## config.mk

```make
export PLATFORM = sky130hd
export DESIGN_NAME = tpu_job_scheduler
export DESIGN_NICKNAME = d
export VERILOG_FILES = /design/src/rtl/tpu_job_scheduler.sv
export SDC_FILE = /design/constraint.sdc
export NUM_CORES = 1
export LEC_CHECK = 0
export CAP_MARGIN = 15
export CORE_AREA = 2 2 39 41
export DETAILED_ROUTE_END_ITERATION = 6
export DIE_AREA = 0 0 41 43
export GPL_TIMING_DRIVEN = 0
export SLEW_MARGIN = 20
export SYNTH_ARGS = -nofsm -noshare
export SYNTH_HDL_FRONTEND = slang
export SYNTH_SLANG_ARGS = --single-unit
```

## constraint.sdc

```tcl
create_clock -name clk -period 1.95 [get_ports clk]
set_input_delay 0.39 -clock clk [delete_from_list [all_inputs] [get_ports clk]]
set_output_delay 0.39 -clock clk [all_outputs]
set_load 0.01 [all_outputs]
```

## src/rtl/tpu_job_scheduler.sv

```systemverilog
// Round-robin job scheduler sharing one TPU core between NUM_REQ requesters.
// Optional WAIT_DONE watchdog with ABORT state: define TPU_SCHED_TIMEOUT_EN.
module tpu_job_scheduler #(
  parameter int unsigned NUM_REQ        = 2,
  parameter int unsigned matrixSize     = 8,
  parameter int unsigned TIMEOUT_CYCLES = 4096,
  localparam int unsigned ID_W          = $clog2(NUM_REQ),
  localparam int unsigned ROW_W         = $clog2(matrixSize)
) (
  input  logic               clk,
  input  logic               reset,
  input  logic [NUM_REQ-1:0] req_valid,
  output logic [NUM_REQ-1:0] req_ready,
  output logic [ID_W-1:0]    grant_id,
  output logic               busy,
  output logic               tpu_start,
  input  logic               tpu_done,
  output logic               rsp_valid,
  input  logic               rsp_ready,
  output logic [ROW_W-1:0]   rsp_row_idx,
  output logic [ID_W-1:0]    rsp_id,
  output logic               rsp_last,
  output logic               timeout_err
);

`ifdef TPU_SCHED_TIMEOUT_EN
  typedef enum logic [2:0] {IDLE, START, WAIT_DONE, DRAIN, ABORT} state_t;
  localparam int unsigned TO_W = $clog2(TIMEOUT_CYCLES + 1);
  logic [TO_W-1:0] to_cnt;
  logic            to_hit;
`else
  typedef enum logic [1:0] {IDLE, START, WAIT_DONE, DRAIN} state_t;
`endif

  state_t           state, next_state;
  logic [ID_W-1:0]  last_grant;
  logic [ID_W-1:0]  winner;
  logic [ID_W-1:0]  idx;
  logic             found;
  logic [ROW_W-1:0] row;
  logic             accept;
  logic             beat;

  // Round-robin pick: first valid requester after last_grant, wrapping.
  always_comb begin
    winner = last_grant;
    found  = 1'b0;
    idx    = '0;
    for (int k = 1; k <= NUM_REQ; k++) begin
      idx = ID_W'((32'(last_grant) + 32'(k)) % NUM_REQ);
      if (!found && req_valid[idx]) begin
        winner = idx;
        found  = 1'b1;
      end
    end
  end

  always_ff @(posedge clk or posedge reset) begin
    if (reset) state <= IDLE;
    else       state <= next_state;
  end

  always_comb begin
    next_state = state;
    req_ready  = '0;
    busy       = (state != IDLE);
    tpu_start  = 1'b0;
    rsp_valid  = 1'b0;
    rsp_last   = 1'b0;
    case (state)
      IDLE: begin
        if (found) begin
          req_ready  = NUM_REQ'(1) << winner;
          next_state = START;
        end
      end
      START: begin
        tpu_start  = 1'b1;
        next_state = WAIT_DONE;
      end
      WAIT_DONE: begin
        if (tpu_done) next_state = DRAIN;
`ifdef TPU_SCHED_TIMEOUT_EN
        else if (to_hit) next_state = ABORT;
`endif
      end
      DRAIN: begin
        rsp_valid = 1'b1;
        rsp_last  = (row == ROW_W'(matrixSize - 1));
        if (rsp_ready && rsp_last) next_state = IDLE;
      end
`ifdef TPU_SCHED_TIMEOUT_EN
      ABORT: next_state = IDLE;
`endif
      default: next_state = IDLE;
    endcase
  end

  assign accept      = (state == IDLE) && found;
  assign beat        = rsp_valid && rsp_ready;
  assign rsp_row_idx = row;
  assign rsp_id      = grant_id;

  // Grant ownership, fairness pointer and result row counter.
  always_ff @(posedge clk or posedge reset) begin
    if (reset) begin
      grant_id   <= '0;
      last_grant <= ID_W'(NUM_REQ - 1);
      row        <= '0;
    end else begin
      if (accept) grant_id <= winner;
      if (state == WAIT_DONE && tpu_done) row <= '0;
      else if (beat && !rsp_last)         row <= row + ROW_W'(1);
      if (beat && rsp_last) last_grant <= grant_id;
`ifdef TPU_SCHED_TIMEOUT_EN
      if (state == ABORT) last_grant <= grant_id;
`endif
    end
  end

`ifdef TPU_SCHED_TIMEOUT_EN
  assign to_hit = (to_cnt == TO_W'(TIMEOUT_CYCLES - 1));

  // Watchdog counts WAIT_DONE cycles; error is sticky until the next accept.
  always_ff @(posedge clk or posedge reset) begin
    if (reset) begin
      to_cnt      <= '0;
      timeout_err <= 1'b0;
    end else begin
      if (state == WAIT_DONE) to_cnt <= to_cnt + TO_W'(1);
      else                    to_cnt <= '0;
      if (accept)              timeout_err <= 1'b0;
      else if (state == ABORT) timeout_err <= 1'b1;
    end
  end
`else
  logic unused_timeout;
  assign unused_timeout = |TIMEOUT_CYCLES;
  assign timeout_err    = 1'b0;
`endif

endmodule

```

==> flow_results.org <==
** Clock network
- The clock passes through at most 2 buffers.
- Clock latency on the worst-skew pair, taken at its later pin, is 0.25 ns.
- CTS built an H-tree with a depth of 1.
- The tree is rooted in a clkbuf_4.
- Clock-pin slew on the worst setup and hold paths :: 0.05 ns
- The number of clock buffers added by TritonCTS is 3.
- For this design, the CTS-stage hold fixing added 0 buffers.
- For this design, the sink count on the clock tree is 7.
- TritonCTS built the clock tree.

** Placement
- At the end of routability-driven placement, the weighted congestion stood at 0.6933.
- Count of input and output buffers :: 16

** Floorplanning
- In this run the count of I/O pins placed on the die edge is 18.
- Placeable core region :: 0.001384 mm²
- Starting utilization of the core area :: 31.74%
- In this run the horizontal extent of the chip is 41 µm.
- Area of the die :: 0.001763 mm²
- Number of rows created at floorplan :: 14
- From bottom edge to top edge, the die measures 43 µm.

** Detailed routing
- DRC marker count from the first detailed-route iteration :: 5
- Vias per inst :: 4.458
- After detailed routing, the total wire length is 883 µm.
- The first TritonRoute pass finished after 2 iterations.
- Total via count in the routed design :: 370
- Post-route ant nets :: 0
- After detailed routing, the number of remaining DRC violations is 0.
- In the final routed layout, each cell accounts on average for 10.64 µm.

** Timing
- Maximum achievable frequency :: 535.5 MHz
- Unrepaired setup endpoints after global routing :: false
- Setup violations remaining at the end of the flow were counted as 0.
- On the final layout, the worst clock skew is 0.005346 ns.
- The number of hold-slack violations in the final timing report came to 0.
- After layout, the worst path uses 95.76% of the clock period.
- Final Slew Violations :: 0
- The tightest hold path in the finished design has a slack of 0.3578 ns.
- The clock period could shrink to 1.867 ns.

** Global route
- The first global-routing pass estimated 1338 µm of wire.
- Number of antenna violations at the first check in global routing :: 0
- In the global route stage, overall resource usage came out at 12.15%.
- Remaining Overflow, GRT :: 0
- Entering global routing, the biggest net connects 8 pins.
- The number of global-route vias before repair came to 329.

** Cells and area
- After the last flow step, the layout net total stands at 80.
- In the final layout, the share of cells above drive strength 1 is 20.90%.
- The area growth from synthesis to layout is 56.98%.
- The number of antenna diodes in the final layout is 0.

** Yosys
- Cell accounting for the most synthesized area :: dfrtp_1
- Commonest register cell after synthesis :: dfrtp_1
- After synthesis, the cell types taking the most area are dfrtp_1 34%, ha_1 17%, a21oi_1 6.8%, dfstp_2 6.0%, mux2_1 5.1%.
- Synthesized area per cell :: 10.21 µm²
- Yosys cell types :: 18
- By area, the combinational part of the netlist is dominated by adder cells.
- Summing the areas of all compound-gate instances in the mapped netlist gives 14.25% of the synthesized area.
- Measured against the total synthesized area, the mux share comes to 9.687%.
- The synthesized netlist devotes 17.09% of its cell area to adder and majority cells.
- In the synthesized netlist the async set-or-reset flop fraction comes to 100.0%.
- Sequential cells were found to cover 40.17% of the synthesized design area.
- In this run the biggest area consumer among cell types represents 34.19% of the synthesized area.
- After Yosys synthesis, and, or, nand and nor cells account for 7.407% of the synthesized area.
- Number of flops mapped to enable cells by yosys :: 0
- Yosys warns :: 0
- Sorting the synthesized cells by how often they occur yields 6 x a21oi_1, 6 x dfrtp_1, 6 x ha_1.
- Synthesis inferred 7 register bits.
- After technology mapping, the gate count stands at 43.
- The number of nets handed over by synthesis was 55.
- Cell area after technology mapping :: 439.2 µm²
- Of the total synthesized cell area, the portion taken by XOR and XNOR cells is 1.994%.

** Critical path
- Worst Setup SP :: state[0]$_DFFE_PP0P_
- The critical path crosses 5 cells after its start point.
- The critical path in this run is classified as reg -> out.
- The startpoint identified for the worst register-to-register timing path is state[0]$_DFFE_PP0P_.
- STA classifies the critical path endpoint as a primary output.
- Ordered cell list for the critical path :: inv_1 -> ha_4 -> nand2_1 -> a21oi_1 -> dlygate4sd2_1
- Setup slack on the worst reg-to-reg path comes out at 0.39 ns.
- Among all stages on the critical path, the largest delay is contributed by dfrtp_1.
- Launching element type of the critical path :: flop
- Capture instance of the worst register-to-register path :: state[1]$_DFFE_PP0P_
- Total buffers and inverters traversed by the critical path :: 2
- Cell family contributing the most delay on the critical path :: buffers and inverters
- Largest fanout on the critical path :: 6
- Crit-path max cell delay :: 0.41 ns
- CP arrival :: 1.48 ns
- For the worst setup path, the data required time is 1.56 ns.
- Capture point of the critical path :: req_ready[0]
- Worst r2r path cells :: 4

** Run
- Count of max-cap constraint violations :: 0

** Power and ir drop
- The worst-case IR drop observed on VDD is 0.6068 mV.
- For this design the ratio of total power to cell area is 1428 mW/mm².
- The completed layout was analyzed and its total power is 0.9848 mW.
- The analysis attributes to cell leakage a power of 0.3463 nW.

** Outcome
- Result of the run :: finished, final reports clean

** Hold path
- The min-delay analysis places its worst path in the category in -> async.
## cell families after synthesis
family / after synthesis
AO/OA/AOI/OAI: 9
multiplexers: 4
flip-flops: 7
adder cells (fa/ha/maj): 6
buffers and inverters: 8
AND/OR/NAND/NOR: 7
XOR/XNOR: 1
other: 1
## worst min-delay path by stage
| stage | startpoint | endpoint | depth (start not counted) |
|---|---|---|---|
| final | reset | grant_id$_DFFE_PP0P_ | 2 |
| after global routing | reset | grant_id$_DFFE_PP0P_ | 2 |
| after CTS | reset | grant_id$_DFFE_PP0P_ | 2 |
| after detailed placement | grant_id$_DFFE_PP0P_ | last_grant$_DFFE_PP1P_ | 1 |
| after global placement | grant_id$_DFFE_PP0P_ | grant_id$_DFFE_PP0P_ | 2 |
| after floorplan | reset | grant_id$_DFFE_PP0P_ | 1 |
## state kept, by name, indices dropped and copies added (netlist names)
register / flops
state: 2
grant_id: 1
rsp_row_idx: 3
last_grant: 1
## routing by layer
layer  part of all wire, %  global-route usage (%)  vias up
met1                    43                   12.54      164
met3                   7.8                   7.853        5
met4                   2.8                   8.000        0
li1                      -                       -      190
met2                    46                   17.19       11
met5                     0                       0        -
## power breakdown
group	switching [mW]	internal (mW)	leakage (nW)	total [mW]
Clock	0.0538	0.0781	0.0150	0.132
Combinational	0.245	0.346	0.247	0.591
Sequential	0.0524	0.209	0.0845	0.262
## cell usage in the layout (no fill, tap or decap)
cell type        instances
clkdlybuf4s50_1         12
a21oi_1                  6
buf_4                    6
dfrtp_1                  6
inv_1                    5
ha_1                     4
nand2_1                  3
clkbuf_4                 3
dlygate4sd2_1            3
mux2i_1                  2
mux2_1                   2
nor2_1                   2
nand3b_1                 1
and2_1                   1
inv_2                    1
a21boi_1                 1
a221oi_2                 1
xor2_1                   1
o32a_1                   1
ha_4                     1
ha_2                     1
conb_1                   1
clkbuf_1                 1
dfstp_2                  1
dlymetal6s2s_1           1
## final cells by class
cell class	instances	area (µm²)
Clock buffer	4	26.28
Sequential cell	7	176.4
Timing Repair Buffer	20	188.9
Buffer	2	15.01
Fill cell	136	694.4
Multi-Input combinational cell	28	240.2
Tap cell	16	20.02
Inverter	6	22.52
## what timing repair did
action	in CTS	in global routing
resized for setup	5	2
buffers inserted	0	4
hold endpoints to repair	0	0
setup endpoints to repair	4	2
## through the flow
step                      instance area [µm²]  setup slack, ns  util, %  TNS (ns)  std cells
after floorplan                         439.2           0.4755        -         0         43
after global placement                  619.3          -0.1293    44.76   -0.2182         75
after detailed placement                619.3          -0.1362    44.76   -0.2117         75
after CTS                               654.4          0.02166    47.29         0         79
after global routing                    689.4          0.01682    49.82         0         83
final                                   689.4          0.08267    49.82         0         83
No activity file was read; power rests on OpenSTA's default activity.
